[config.mk]
export PLATFORM = sky130hd
export DESIGN_NAME = alu_resp_unit
export DESIGN_NICKNAME = d
export VERILOG_FILES = /design/src/rtl/alu_resp_unit.sv
export SDC_FILE = /design/constraint.sdc
export NUM_CORES = 1
export LEC_CHECK = 0
export ABC_AREA = 1
export CAP_MARGIN = 15
export CORE_ASPECT_RATIO = 1.1
export CORE_MARGIN = 1
export CORE_UTILIZATION = 51
export CTS_BUF_LIST = sky130_fd_sc_hd__clkbuf_2
export DETAILED_ROUTE_END_ITERATION = 16
export PLACE_DENSITY = 0.82
export SLEW_MARGIN = 20
export SYNTH_ARGS = -nofsm -noshare
export SYNTH_HDL_FRONTEND = slang
export SYNTH_SLANG_ARGS = --single-unit
[constraint.sdc]
create_clock -name clk -period 1.63 [get_ports clk]
set_input_delay 0.326 -clock clk [delete_from_list [all_inputs] [get_ports clk]]
set_output_delay 0.326 -clock clk [all_outputs]
set_load 0.1 [all_outputs]
[src/rtl/alu_resp_unit.sv]
// ALU with a DEPTH-entry in-order result FIFO, 1-cycle latency and an accepted-request counter.
// Optional per-entry zero/carry flags are enabled by defining ALU_RESP_FLAGS_EN.
module alu_resp_unit #(
  parameter int DEPTH = 2
) (
  input  logic        clk,
  input  logic        rst_n,
  input  logic        req_valid,
  output logic        req_ready,
  input  logic [31:0] a,
  input  logic [31:0] b,
  input  logic [1:0]  sel,
  output logic        rsp_valid,
  input  logic        rsp_ready,
  output logic [31:0] rsp_out,
`ifdef ALU_RESP_FLAGS_EN
  output logic        rsp_zero,
  output logic        rsp_carry,
`endif
  output logic [7:0]  op_count
);

  localparam int PW = (DEPTH > 2) ? 2 : 1;
  localparam int CW = PW + 1;

  logic [31:0]   mem_q [DEPTH];
  logic [31:0]   mem_d [DEPTH];
  logic [PW-1:0] wr_ptr_q, wr_ptr_d;
  logic [PW-1:0] rd_ptr_q, rd_ptr_d;
  logic [CW-1:0] count_q, count_d;
  logic [7:0]    op_count_q, op_count_d;
  logic          init_q, init_d;
  logic          accept, pop;
  logic [31:0]   result;
  logic          carry;

`ifdef ALU_RESP_FLAGS_EN
  logic zero_q [DEPTH];
  logic zero_d [DEPTH];
  logic carry_q [DEPTH];
  logic carry_d [DEPTH];
`endif

  function automatic logic [PW-1:0] ptr_next(input logic [PW-1:0] p);
    return (p == PW'(DEPTH - 1)) ? '0 : p + PW'(1);
  endfunction

  // Bit 32 of the widened add/sub is the carry-out or the borrow.
  always_comb begin
    carry  = 1'b0;
    result = '0;
    unique case (sel)
      2'b00:   {carry, result} = {1'b0, a} + {1'b0, b};
      2'b01:   {carry, result} = {1'b0, a} - {1'b0, b};
      2'b10:   result = a & b;
      default: result = a | b;
    endcase
  end

  // init_q keeps ready low until the first edge after reset release.
  assign req_ready = init_q && (count_q < CW'(DEPTH));
  assign rsp_valid = (count_q != '0);
  assign accept    = req_valid && req_ready;
  assign pop       = rsp_valid && rsp_ready;
  assign rsp_out   = mem_q[rd_ptr_q];
  assign op_count  = op_count_q;
`ifdef ALU_RESP_FLAGS_EN
  assign rsp_zero  = zero_q[rd_ptr_q];
  assign rsp_carry = carry_q[rd_ptr_q];
`endif

  always_comb begin
    mem_d      = mem_q;
    wr_ptr_d   = wr_ptr_q;
    rd_ptr_d   = rd_ptr_q;
    count_d    = count_q;
    op_count_d = op_count_q;
    init_d     = 1'b1;
`ifdef ALU_RESP_FLAGS_EN
    zero_d     = zero_q;
    carry_d    = carry_q;
`endif
    if (accept) begin
      mem_d[wr_ptr_q] = result;
`ifdef ALU_RESP_FLAGS_EN
      zero_d[wr_ptr_q]  = (result == '0);
      carry_d[wr_ptr_q] = carry;
`endif
      wr_ptr_d   = ptr_next(wr_ptr_q);
      op_count_d = op_count_q + 8'd1;
    end
    if (pop) begin
      rd_ptr_d = ptr_next(rd_ptr_q);
    end
    unique case ({accept, pop})
      2'b10:   count_d = count_q + CW'(1);
      2'b01:   count_d = count_q - CW'(1);
      default: count_d = count_q;
    endcase
  end

  always_ff @(posedge clk or negedge rst_n) begin
    if (!rst_n) begin
      for (int i = 0; i < DEPTH; i++) begin
        mem_q[i] <= '0;
`ifdef ALU_RESP_FLAGS_EN
        zero_q[i]  <= 1'b0;
        carry_q[i] <= 1'b0;
`endif
      end
      wr_ptr_q   <= '0;
      rd_ptr_q   <= '0;
      count_q    <= '0;
      op_count_q <= '0;
      init_q     <= 1'b0;
    end else begin
      mem_q      <= mem_d;
`ifdef ALU_RESP_FLAGS_EN
      zero_q     <= zero_d;
      carry_q    <= carry_d;
`endif
      wr_ptr_q   <= wr_ptr_d;
      rd_ptr_q   <= rd_ptr_d;
      count_q    <= count_d;
      op_count_q <= op_count_d;
      init_q     <= init_d;
    end
  end

endmodule
==> results.json, run 1 <==
{
  "outcome": "aborted with a tool error",
  "failing_step": "5_1_grt",
  "error": "[ERROR GRT-0116] Global routing finished with congestion. Check the congestion regions in the DRC Viewer.",
  "synth_common_cells": "480 x nand2_1, 176 x inv_1, 96 x nor2_1",
  "yosys_warnings": 0,
  "syn_area_per_cell_um2": 5.96,
  "grt_overflow_total": 1,
  "grt_pass1_wl_um": 77100,
  "gp_congestion": 1.05,
  "yosys.area.top_type_share_pct": 26.3,
  "synth_area_leaders": "dfrtp_1 26%, nand2_1 25%, inv_1 9.0%",
  "synth-main-ff-cell": "dfrtp_1",
  "postSynth.asyncResetShare_pct": 100,
  "syn_area_um2": 7320,
  "grt_max_degree": 35,
  "port_buffers": 111,
  "ctsLongestPathBuffers": 2,
  "hpwlAfterDp_um": 24600,
  "synth_cells": 1228,
  "start_util_pct": 52.7,
  "synth_edf_count": 0,
  "synth.most_common_cell": "nand2_1",
  "post-place-ws_ps": -2010,
  "grt_use_total_pct": 70.9,
  "grt_pass1_vias": 12709,
  "ys_ff_latch": 77,
  "cts_buffers": 9,
  "cts_sinks": 77,
  "htreeDepth": 3,
  "root_buffer": "clkbuf_2",
  "ys_types": 37,
  "post-synth-top-area-cell": "dfrtp_1",
  "io_pins": 112,
  "die_y_um": 128,
  "yosysSeqAreaShare_pct": 26.3,
  "syn_nets": 1335,
  "std_cell_rows": 45,
  "die_x_um": 116
}
-- kinds of logic after synthesis --
family | Yosys count | share of synthesized area, %
other cells | 1 | 0.0512
xor+xnor | 39 | 4.66
mux | 1 | 0.154
compound gates | 135 | 10.1
simple gates | 727 | 41.3
buf+inv | 211 | 11.1
fa+ha+maj | 37 | 6.42
flops | 77 | 26.3
-- routing by layer --
metal / GRT overflow / GRT usage, %
met5: 0 / 26.0
met4: 1 / 62.7
met3: 0 / 54.6
met2: 0 / 88.0
met1: 0 / 73.5
-- per-stage QoR --
step / TNS (ps) / instance area [um2] / std cells / utilization [%]
floorplan: -44900 / 8060 / 1228 / -
global placement: -100850 / 11200 / 1687 / 80.5
detailed placement: -106610 / 11200 / 1687 / 80.5
CTS: -56050 / 12600 / 1737 / 90.3
-- repair_timing --
action                                  4_1_cts
cloned                                        4
buffers inserted                             30
endpoints found under the setup margin       97
endpoints found under the hold margin        29
pin swaps                                   127
gates resized for setup                     348
hold buffers                                  1
==> run 2, diff against run 1 <==
--- a/config.mk
+++ b/config.mk
@@ -7,12 +7,10 @@
 export LEC_CHECK = 0
 export ABC_AREA = 1
 export CAP_MARGIN = 15
-export CORE_ASPECT_RATIO = 1.1
 export CORE_MARGIN = 1
-export CORE_UTILIZATION = 51
-export CTS_BUF_LIST = sky130_fd_sc_hd__clkbuf_2
+export CORE_UTILIZATION = 40
 export DETAILED_ROUTE_END_ITERATION = 16
-export PLACE_DENSITY = 0.82
+export PLACE_DENSITY_LB_ADDON = 0.15
 export SLEW_MARGIN = 20
 export SYNTH_ARGS = -nofsm -noshare
 export SYNTH_HDL_FRONTEND = slang
==> constraint.sdc (replaced) <==
create_clock -name clk -period 2.1 [get_ports clk]
set_input_delay 0.42 -clock clk [delete_from_list [all_inputs] [get_ports clk]]
set_output_delay 0.42 -clock clk [all_outputs]
set_load 0.1 [all_outputs]
==> results.json, run 2 <==
{
  "startpoint_type": "primary input",
  "period_share_pct": 140,
  "core_area_um2": 18000,
  "synth_area_leaders": "dfrtp_1 26%, nand2_1 25%, inv_1 9.0%",
  "fmax_mhz": 340,
  "drc": 0,
  "postSynth.asyncResetShare_pct": 100,
  "largest_reg_flops": 64,
  "clock_skew_ps": 5.59,
  "syn2layout_area_growth_pct": 74.7,
  "root_buffer": "clkbuf_16",
  "ctsLongestPathBuffers": 2,
  "violations": "negative setup slack",
  "cts_sinks": 77,
  "regMostFlops": "mem_q",
  "setup_slack_ps": -841,
  "syn_area_per_cell_um2": 5.96,
  "yosys_warnings": 0,
  "worstMarginPinSlew_ps": 603,
  "final_common_cell": "nand2_1",
  "multi_input_area_um2": 6340,
  "critPathSlowestCell": "ha_4",
  "routed_wl_um": 28700,
  "ys_types": 37,
  "grt_use_total_pct": 29.9,
  "holdBufCountCts": 0,
  "stdcell_count": 1782,
  "htreeDepth": 3,
  "antenna_left": 0,
  "post-place-ws_ps": -1660,
  "ys_ff_latch": 77,
  "cp_max_fo": 4,
  "syn_nets": 1335,
  "hold_viol": 0,
  "power.leakage_nw": 6.46,
  "die_y_um": 137,
  "cts_buffers": 9,
  "synth_common_cells": "480 x nand2_1, 176 x inv_1, 96 x nor2_1",
  "synth-main-ff-cell": "dfrtp_1",
  "slew_viol_final": 0,
  "clock_latency_ps": 330,
  "drt_iter0_markers": 762,
  "yosys.area.top_type_share_pct": 26.3,
  "viasPerCell": 5.14,
  "crit_arrival_ps": 3160,
  "placed_cells": 1720,
  "maxCapViolCount": 0,
  "layout_common_cells": "372 x nand2_1, 208 x buf_4, 132 x inv_1, 83 x nand2_2, 76 x dfrtp_1",
  "first_pass_iters": 5,
  "outcome": "finished, violations left",
  "synth_edf_count": 0,
  "power.density_nw_per_um2": 1140,
  "p_sw_share_pct": 53.3,
  "critical_path_required_ps": 2320,
  "vdd_ir_drop_max_mv": 2.01,
  "hp-class": "primary input to asynchronous set/reset pin",
  "regArea_um2": 1930,
  "port_buffers": 111,
  "post-synth-top-area-cell": "dfrtp_1",
  "rsz0062_at_grt": "true",
  "slowest_delay_ps": 310,
  "std_cell_rows": 49,
  "synth_cells": 1228,
  "die_area_um2": 18900,
  "insertedDiodeCount": 0,
  "start_util_pct": 40.8,
  "period_needed_ps": 2940,
  "fin_nets": 1655,
  "grt_pass1_wl_um": 42600,
  "via_count": 9160,
  "syn_area_um2": 7320,
  "grt_max_degree": 46,
  "power_frac_seq_pct": 17.6,
  "p_comb_share_pct": 71.7,
  "grt_overflow_total": 0,
  "cts_tree": "yes",
  "clockPowerShare_pct": 10.8,
  "drive_gt1_share_pct": 43.4,
  "io_pins": 112,
  "r2r.worst_path.cells": 7,
  "die_x_um": 137,
  "n_fill_cell": 1440,
  "fin_util_pct": 71.2,
  "wl_per_cell_um": 16.1,
  "grt_pass1_vias": 8285,
  "path_class": "primary input to register",
  "slew_headroom_pct": 59.8,
  "clkTransAtPathRegs_ps": 60,
  "critPathCaptureType": "register",
  "yosysSeqAreaShare_pct": 26.3,
  "internal_power_mw": 6.81,
  "antenna_found_initial": 0,
  "gp_congestion": 0.977,
  "p_switching_mw": 7.78,
  "setup_violations": 58,
  "synth.most_common_cell": "nand2_1",
  "hpwlAfterDp_um": 21100
}
run 2: cell counts after synthesis:
No cell type changed its count.
run 2: worst paths after layout:
path	from	to	slack, ps
worst max register to register	count_q[1]	count_q[1]	460
max in group asynchronous	rst_n	mem_q[50]	1360
worst max-delay path	b[1]	mem_q[18]	-840
worst min-delay path	rst_n	mem_q[33]	90
worst min register to register	op_count[7]	op_count[7]	470
min in group clk	op_count[7]	op_count[7]	470
run 2: logic make-up (layout without fill, tap and decap cells):
group	Yosys count	in the layout	synth area share [%]
other	1	1	0.0512
buffers and inverters	211	536	11.1
XOR/XNOR	39	39	4.66
multiplexers	1	1	0.154
flip-flops	77	77	26.3
adder cells (fa/ha/maj)	37	37	6.42
AND/OR/NAND/NOR	727	727	41.3
AO/OA/AOI/OAI	135	135	10.1
run 2: what timing repair did:
item | 4_1_cts | 5_1_grt
endpoints found under the setup margin | 62 | 58
pin swaps | 102 | 160
setup buffers | 28 | 20
gates cloned | 0 | 0
resized for setup | 233 | 226
run 2: worst max-delay path, delay by kind of cell:
family                   cells  cell delay [ps]
adder cells (fa/ha/maj)      2              460
AND/OR/NAND/NOR             15             1570
buffers and inverters        7              630
XOR/XNOR                     1               90
run 2: metal layers:
layer / global-route usage (%) / part of all wire [%]
met4: 10.6 / 2.9
met3: 3.35 / 5.8
met2: 48.5 / 48
met5: 0 / 0
met1: 40.8 / 43
run 2: layout make-up:
class / count / area share [%]
clock buffer: 13 / 2.11
clock inverter: 3 / 0.333
inverter: 180 / 5.52
multi-input combinational: 940 / 49.5
sequential: 77 / 15.1
tap: 229 / 2.24
timing repair buffer: 340 / 25.2
run 2: power groups by stage:
stage          Clock (mW)  Sequential (mW)  Combinational (mW)
2_1_floorplan           0             2.96                5.79
3_3_place_gp            0             2.55                9.61
3_5_place_dp            0             2.58                9.67
4_1_cts              1.59             2.57                9.98
5_1_grt              1.65             2.65                11.0
6_report             1.57             2.56                10.4
run 2: metrics by stage:
stage,area (um2),power (mW),hold slack (ps),TNS (ps)
floorplan,7760,8.75,124,-22390
global placement,10800,12.2,461,-80050
detailed placement,10800,12.3,462,-80720
CTS,11800,14.1,114,-35370
global route,12800,15.3,142,-44010
finish,12800,14.6,88.0,-36170
No activity file was read; power rests on OpenSTA's default activity.
==> run 3, diff against run 2 <==
==> constraint.sdc (replaced) <==
create_clock -name clk -period 2.49 [get_ports clk]
set_input_delay 0.3735 -clock clk [delete_from_list [all_inputs] [get_ports clk]]
set_output_delay 0.3735 -clock clk [all_outputs]
set_load 0.1 [all_outputs]
==> results.json, run 3 (synthesized netlist as in run 2, its figures left out) <==
{
  "finalInstanceArea_um2": 12300,
  "critPathSlowestCell": "ha_2",
  "antenna_left": 0,
  "multi_input_area_um2": 6040,
  "vdd_ir_drop_max_mv": 1.71,
  "core_area_um2": 18000,
  "startpoint_type": "primary input",
  "via_count": 8946,
  "ctsLongestPathBuffers": 2,
  "period_needed_ps": 2830,
  "placed_cells": 1717,
  "path_cells": "buf_4 -> inv_6 -> ha_4 -> nand2_4 -> nor2_4 -> nand2_4 -> nor3_4 -> nand2_2 -> nand2_2 -> xor2_1 -> ha_2 -> nand2_4 -> nor2_4 -> inv_2 -> nor2_4 -> nand4_1 -> nand3_1 -> nand2_1 -> nand3_2 -> nand3_2 -> nand2_1 -> nand2_1",
  "post-place-ws_ps": -1190,
  "n_fill_cell": 1475,
  "hold_viol": 0,
  "crit_arrival_ps": 3040,
  "critPathCaptureType": "register",
  "grt_max_degree": 48,
  "p_sw_share_pct": 53.5,
  "fin_util_pct": 68.2,
  "grt_pass1_wl_um": 41700,
  "power.total_mw": 11.9,
  "routed_wl_um": 27600,
  "drive_gt1_share_pct": 39.6,
  "outcome": "finished, violations left",
  "grt_use_total_pct": 28.9,
  "setup_slack_ps": -337,
  "fmax_mhz": 354,
  "fin_nets": 1639,
  "slowest_delay_ps": 420,
  "die_x_um": 137,
  "antenna_found_initial": 0,
  "clkTransAtPathRegs_ps": 50,
  "viasPerCell": 5.07,
  "clockPowerShare_pct": 10.3,
  "syn2layout_area_growth_pct": 67.4,
  "maxCapViolCount": 0,
  "clock_latency_ps": 320,
  "slew_viol_final": 0,
  "io_pins": 112,
  "power.density_nw_per_um2": 968,
  "p_switching_mw": 6.35,
  "violations": "negative setup slack",
  "die_area_um2": 18900,
  "insertedDiodeCount": 0,
  "grt_pass1_vias": 8198,
  "power_frac_seq_pct": 18.0,
  "drc": 0,
  "cts_tree": "yes",
  "port_buffers": 111,
  "std_cell_rows": 49,
  "cts_buffers": 9,
  "critical_path_required_ps": 2700,
  "clock_skew_ps": 4.11,
  "period_share_pct": 114,
  "p_comb_share_pct": 71.7,
  "regArea_um2": 1930,
  "path_class": "primary input to register",
  "wl_per_cell_um": 15.7,
  "hold_ws_ps": 51.9,
  "regMostFlops": "mem_q",
  "grt_overflow_total": 0,
  "power.leakage_nw": 6.20,
  "root_buffer": "clkbuf_16",
  "cts_sinks": 77,
  "dpl_cell_area_um2": 10400,
  "fin_tns_setup_ps": -8240,
  "layout_common_cells": "389 x nand2_1, 204 x buf_4, 138 x inv_1, 77 x dfrtp_1, 76 x nand2_2",
  "stdcell_count": 1764,
  "rsz0062_at_grt": "true",
  "cp_max_fo": 4,
  "first_pass_iters": 5,
  "die_y_um": 137,
  "largest_reg_flops": 64,
  "final_common_cell": "nand2_1",
  "slew_headroom_pct": 60.2,
  "htreeDepth": 3,
  "hp-class": "primary input to asynchronous set/reset pin",
  "worstMarginPinSlew_ps": 598,
  "drt_iter0_markers": 667,
  "start_util_pct": 40.8,
  "internal_power_mw": 5.51,
  "gp_congestion": 0.951,
  "hpwlAfterDp_um": 20300,
  "setup_violations": 42
}
run 3: what timing repair did:
item | in CTS | in global routing
endpoints found under the setup margin | 58 | 56
endpoints found under the hold margin | 0 | 0
setup buffers | 17 | 17
hold buffers | 0 | 0
gates cloned | 1 | 0
resized for setup | 279 | 187
pin swaps | 107 | 87
run 3: final timing paths:
| kind | start | to | slack [ps] | depth (start not counted) |
|---|---|---|---|---|
| setup reg to reg | count_q[0] | count_q[1] | 780 | 7 |
| min in group clk | op_count[7] | op_count[7] | 470 | 1 |
| setup / recovery | b[1] | mem_q[17] | -340 | 22 |
| hold reg to reg | op_count[7] | op_count[7] | 470 | 1 |
| hold / removal | rst_n | mem_q[37] | 50 | 1 |
| max in group asynchronous | rst_n | op_count[3] | 1850 | 2 |
run 3: per-layer routing:
layer | GRT usage [%] | routed length (um) | vias to the layer above
met1 | 40.1 | 12500 | 4153
met3 | 2.98 | 1390 | 60
met4 | 9.52 | 784 | 0
li1 | - | - | 4441
met5 | 0 | 0 | -
met2 | 46.9 | 13000 | 292
run 3: layout make-up:
| class | instances | area share [%] |
|---|---|---|
| Tap cell | 229 | 2.34 |
| Timing Repair Buffer | 324 | 24.6 |
| Sequential cell | 77 | 15.7 |
| Clock buffer | 13 | 2.29 |
| Multi-Input combinational cell | 940 | 49.3 |
| Clock inverter | 1 | 0.0408 |
| Inverter | 180 | 5.72 |
run 3: power by group through the flow:
stage / clock [mW] / combinational [mW] / sequential [mW]
2_1_floorplan: 0 / 4.68 / 2.49
3_3_place_gp: 0 / 7.86 / 2.14
3_5_place_dp: 0 / 7.90 / 2.15
4_1_cts: 1.25 / 8.18 / 2.14
5_1_grt: 1.30 / 8.99 / 2.21
6_report: 1.22 / 8.50 / 2.14
run 3: critical path: cells and delay by family:
kind,cells,cell delay [ps]
simple gates,16,1740
buf+inv,3,290
fa+ha+maj,2,560
xor+xnor,1,70
==> run 4, diff against run 3 <==
--- a/config.mk
+++ b/config.mk
@@ -10,7 +10,8 @@
 export CORE_MARGIN = 1
 export CORE_UTILIZATION = 40
 export DETAILED_ROUTE_END_ITERATION = 16
-export PLACE_DENSITY_LB_ADDON = 0.15
+export GPL_ROUTABILITY_DRIVEN = 0
+export PLACE_DENSITY = 0.71
 export SLEW_MARGIN = 20
 export SYNTH_ARGS = -nofsm -noshare
 export SYNTH_HDL_FRONTEND = slang
==> results.json, run 4 (synthesized netlist as in run 2, its figures left out) <==
{
  "outcome": "finished, violations left",
  "violations": "negative setup slack",
  "slew_viol_final": 0,
  "power.leakage_nw": 6.35,
  "multi_input_area_um2": 6230,
  "core_area_um2": 18000,
  "grt_use_total_pct": 29.6,
  "clock_latency_ps": 340,
  "critPathTopFamily": "simple AND/OR/NAND/NOR gates",
  "worstMarginPinSlew_ps": 948,
  "io_pins": 112,
  "antenna_left": 0,
  "slowest_delay_ps": 250,
  "clkTransAtPathRegs_ps": 60,
  "drt_iter0_markers": 1540,
  "layout_common_cells": "372 x nand2_1, 193 x buf_4, 134 x inv_1, 82 x nand2_2, 77 x dfrtp_1",
  "crit_buf_inv": 6,
  "setup_violations": 53,
  "grt_pass1_vias": 8865,
  "fin_util_pct": 70.1,
  "start_util_pct": 40.8,
  "rr_startpoint": "count_q[0]",
  "grt_overflow_total": 0,
  "viasPerCell": 5.82,
  "critPathSlowestCell": "ha_4",
  "root_buffer": "clkbuf_16",
  "regArea_um2": 1930,
  "die_x_um": 137,
  "period_needed_ps": 3070,
  "maxCapViolCount": 0,
  "holdBufCountCts": 0,
  "setup.worst_path.start": "b[1]",
  "placed_cells": 1715,
  "syn2layout_area_growth_pct": 71.9,
  "htreeDepth": 3,
  "critical_path_required_ps": 2760,
  "finalInstanceArea_um2": 12600,
  "cp_common_cell": "nand2_4",
  "startpoint_type": "primary input",
  "port_buffers": 111,
  "drc": 0,
  "clock_skew_ps": 7.13,
  "cp_max_fo": 4,
  "period_share_pct": 123,
  "power.total_mw": 12.3,
  "grt_max_degree": 78,
  "fmax_mhz": 326,
  "drive_gt1_share_pct": 40.4,
  "cts_tree": "yes",
  "regMostFlops": "mem_q",
  "dpl_cell_area_um2": 10400,
  "slew_headroom_pct": 36.8,
  "via_count": 10296,
  "rrSetupSlack_ps": 830,
  "cts_sinks": 77,
  "path_class": "primary input to register",
  "antenna_found_initial": 2,
  "critPathCaptureType": "register",
  "largest_reg_flops": 64,
  "wl_per_cell_um": 19.5,
  "grt_pass1_wl_um": 43300,
  "die_area_um2": 18900,
  "power.density_nw_per_um2": 974,
  "rsz0062_at_grt": "true",
  "ctsLongestPathBuffers": 2,
  "fin_nets": 1643,
  "crit_arrival_ps": 3340,
  "hold_viol": 0,
  "stdcell_count": 1770,
  "setup_slack_ps": -581,
  "first_pass_iters": 6,
  "routed_wl_um": 34500,
  "hp-class": "primary input to asynchronous set/reset pin",
  "n_fill_cell": 1194,
  "hpwlAfterDp_um": 20100,
  "cts_buffers": 9,
  "vdd_ir_drop_max_mv": 1.35,
  "insertedDiodeCount": 0,
  "std_cell_rows": 49,
  "final_common_cell": "nand2_1",
  "die_y_um": 137
}
run 4: cell types whose count changed in the layout (fill, tap and decap cells not counted), moves of 5 or more:
cell	previous run	this run
nand3_2	26	21
nand3_1	57	63
nor2_4	35	30
buf_2	14	6
nand2_1	389	372
a21oi_4	1	8
buf_4	204	193
nand2_2	76	82
buf_6	22	33
dlygate4sd2_1	5	13
a21oi_2	25	19
nand2_4	24	34
run 4: worst paths after layout:
kind / endpoint / depth (start not counted)
max: mem_q[53] / 26
min: mem_q[37] / 1
max reg2reg: count_q[1] / 7
min reg2reg: mem_q[49] / 2
max in group asynchronous: mem_q[53] / 1
min in group clk: mem_q[49] / 2
run 4: per-stage QoR:
stage          setup WS, ps  hold slack (ps)  setup TNS (ps)
6_report               -581              181          -19340
5_1_grt                -668              268          -24670
4_1_cts                -350              217          -10100
3_5_place_dp          -1180              465          -55230
3_3_place_gp          -1140              461          -52090
2_1_floorplan          -557             77.9           -7640
run 4: timing repair:
| item | in CTS | in global routing |
|---|---|---|
| setup buffers | 25 | 15 |
| resized for setup | 286 | 198 |
| setup endpoints to repair | 58 | 54 |
| pin swaps | 155 | 149 |
| endpoints found under the hold margin | 0 | 0 |
run 4: cell type report:
class	instances	area share (%)
multi-input cells	940	49.5
repair buffers	328	24.9
flip-flops and latches	77	15.3
inverters	180	5.59
well taps	229	2.28
clock buffers	10	1.90
clock inverters	6	0.497
run 4: layer usage:
metal	part of all wire (%)	track usage (%)	wire, um	vias up
met5	0.064	0	22	-
met3	11	4.60	3950	308
met2	44	49.2	15300	826
met4	8.4	14.5	2890	4
met1	36	37.3	12300	4703
li1	-	-	-	4455
run 4: worst register-to-register path, cell delays in order (launching register included):
cell,delay [ps]
dfrtp_1,410
or2_2,320
nand2_1,100
inv_1,50
ha_1,290
a21oi_1,120
o21ai_0,120
xnor2_1,140
run 4: report_power, final:
part           leakage [nW]  total [mW]  switching [mW]  internal (mW)
clock                 0.140        1.29           0.495          0.798
sequential            0.956        2.15           0.316           1.84
combinational          5.26        8.82            5.84           2.97
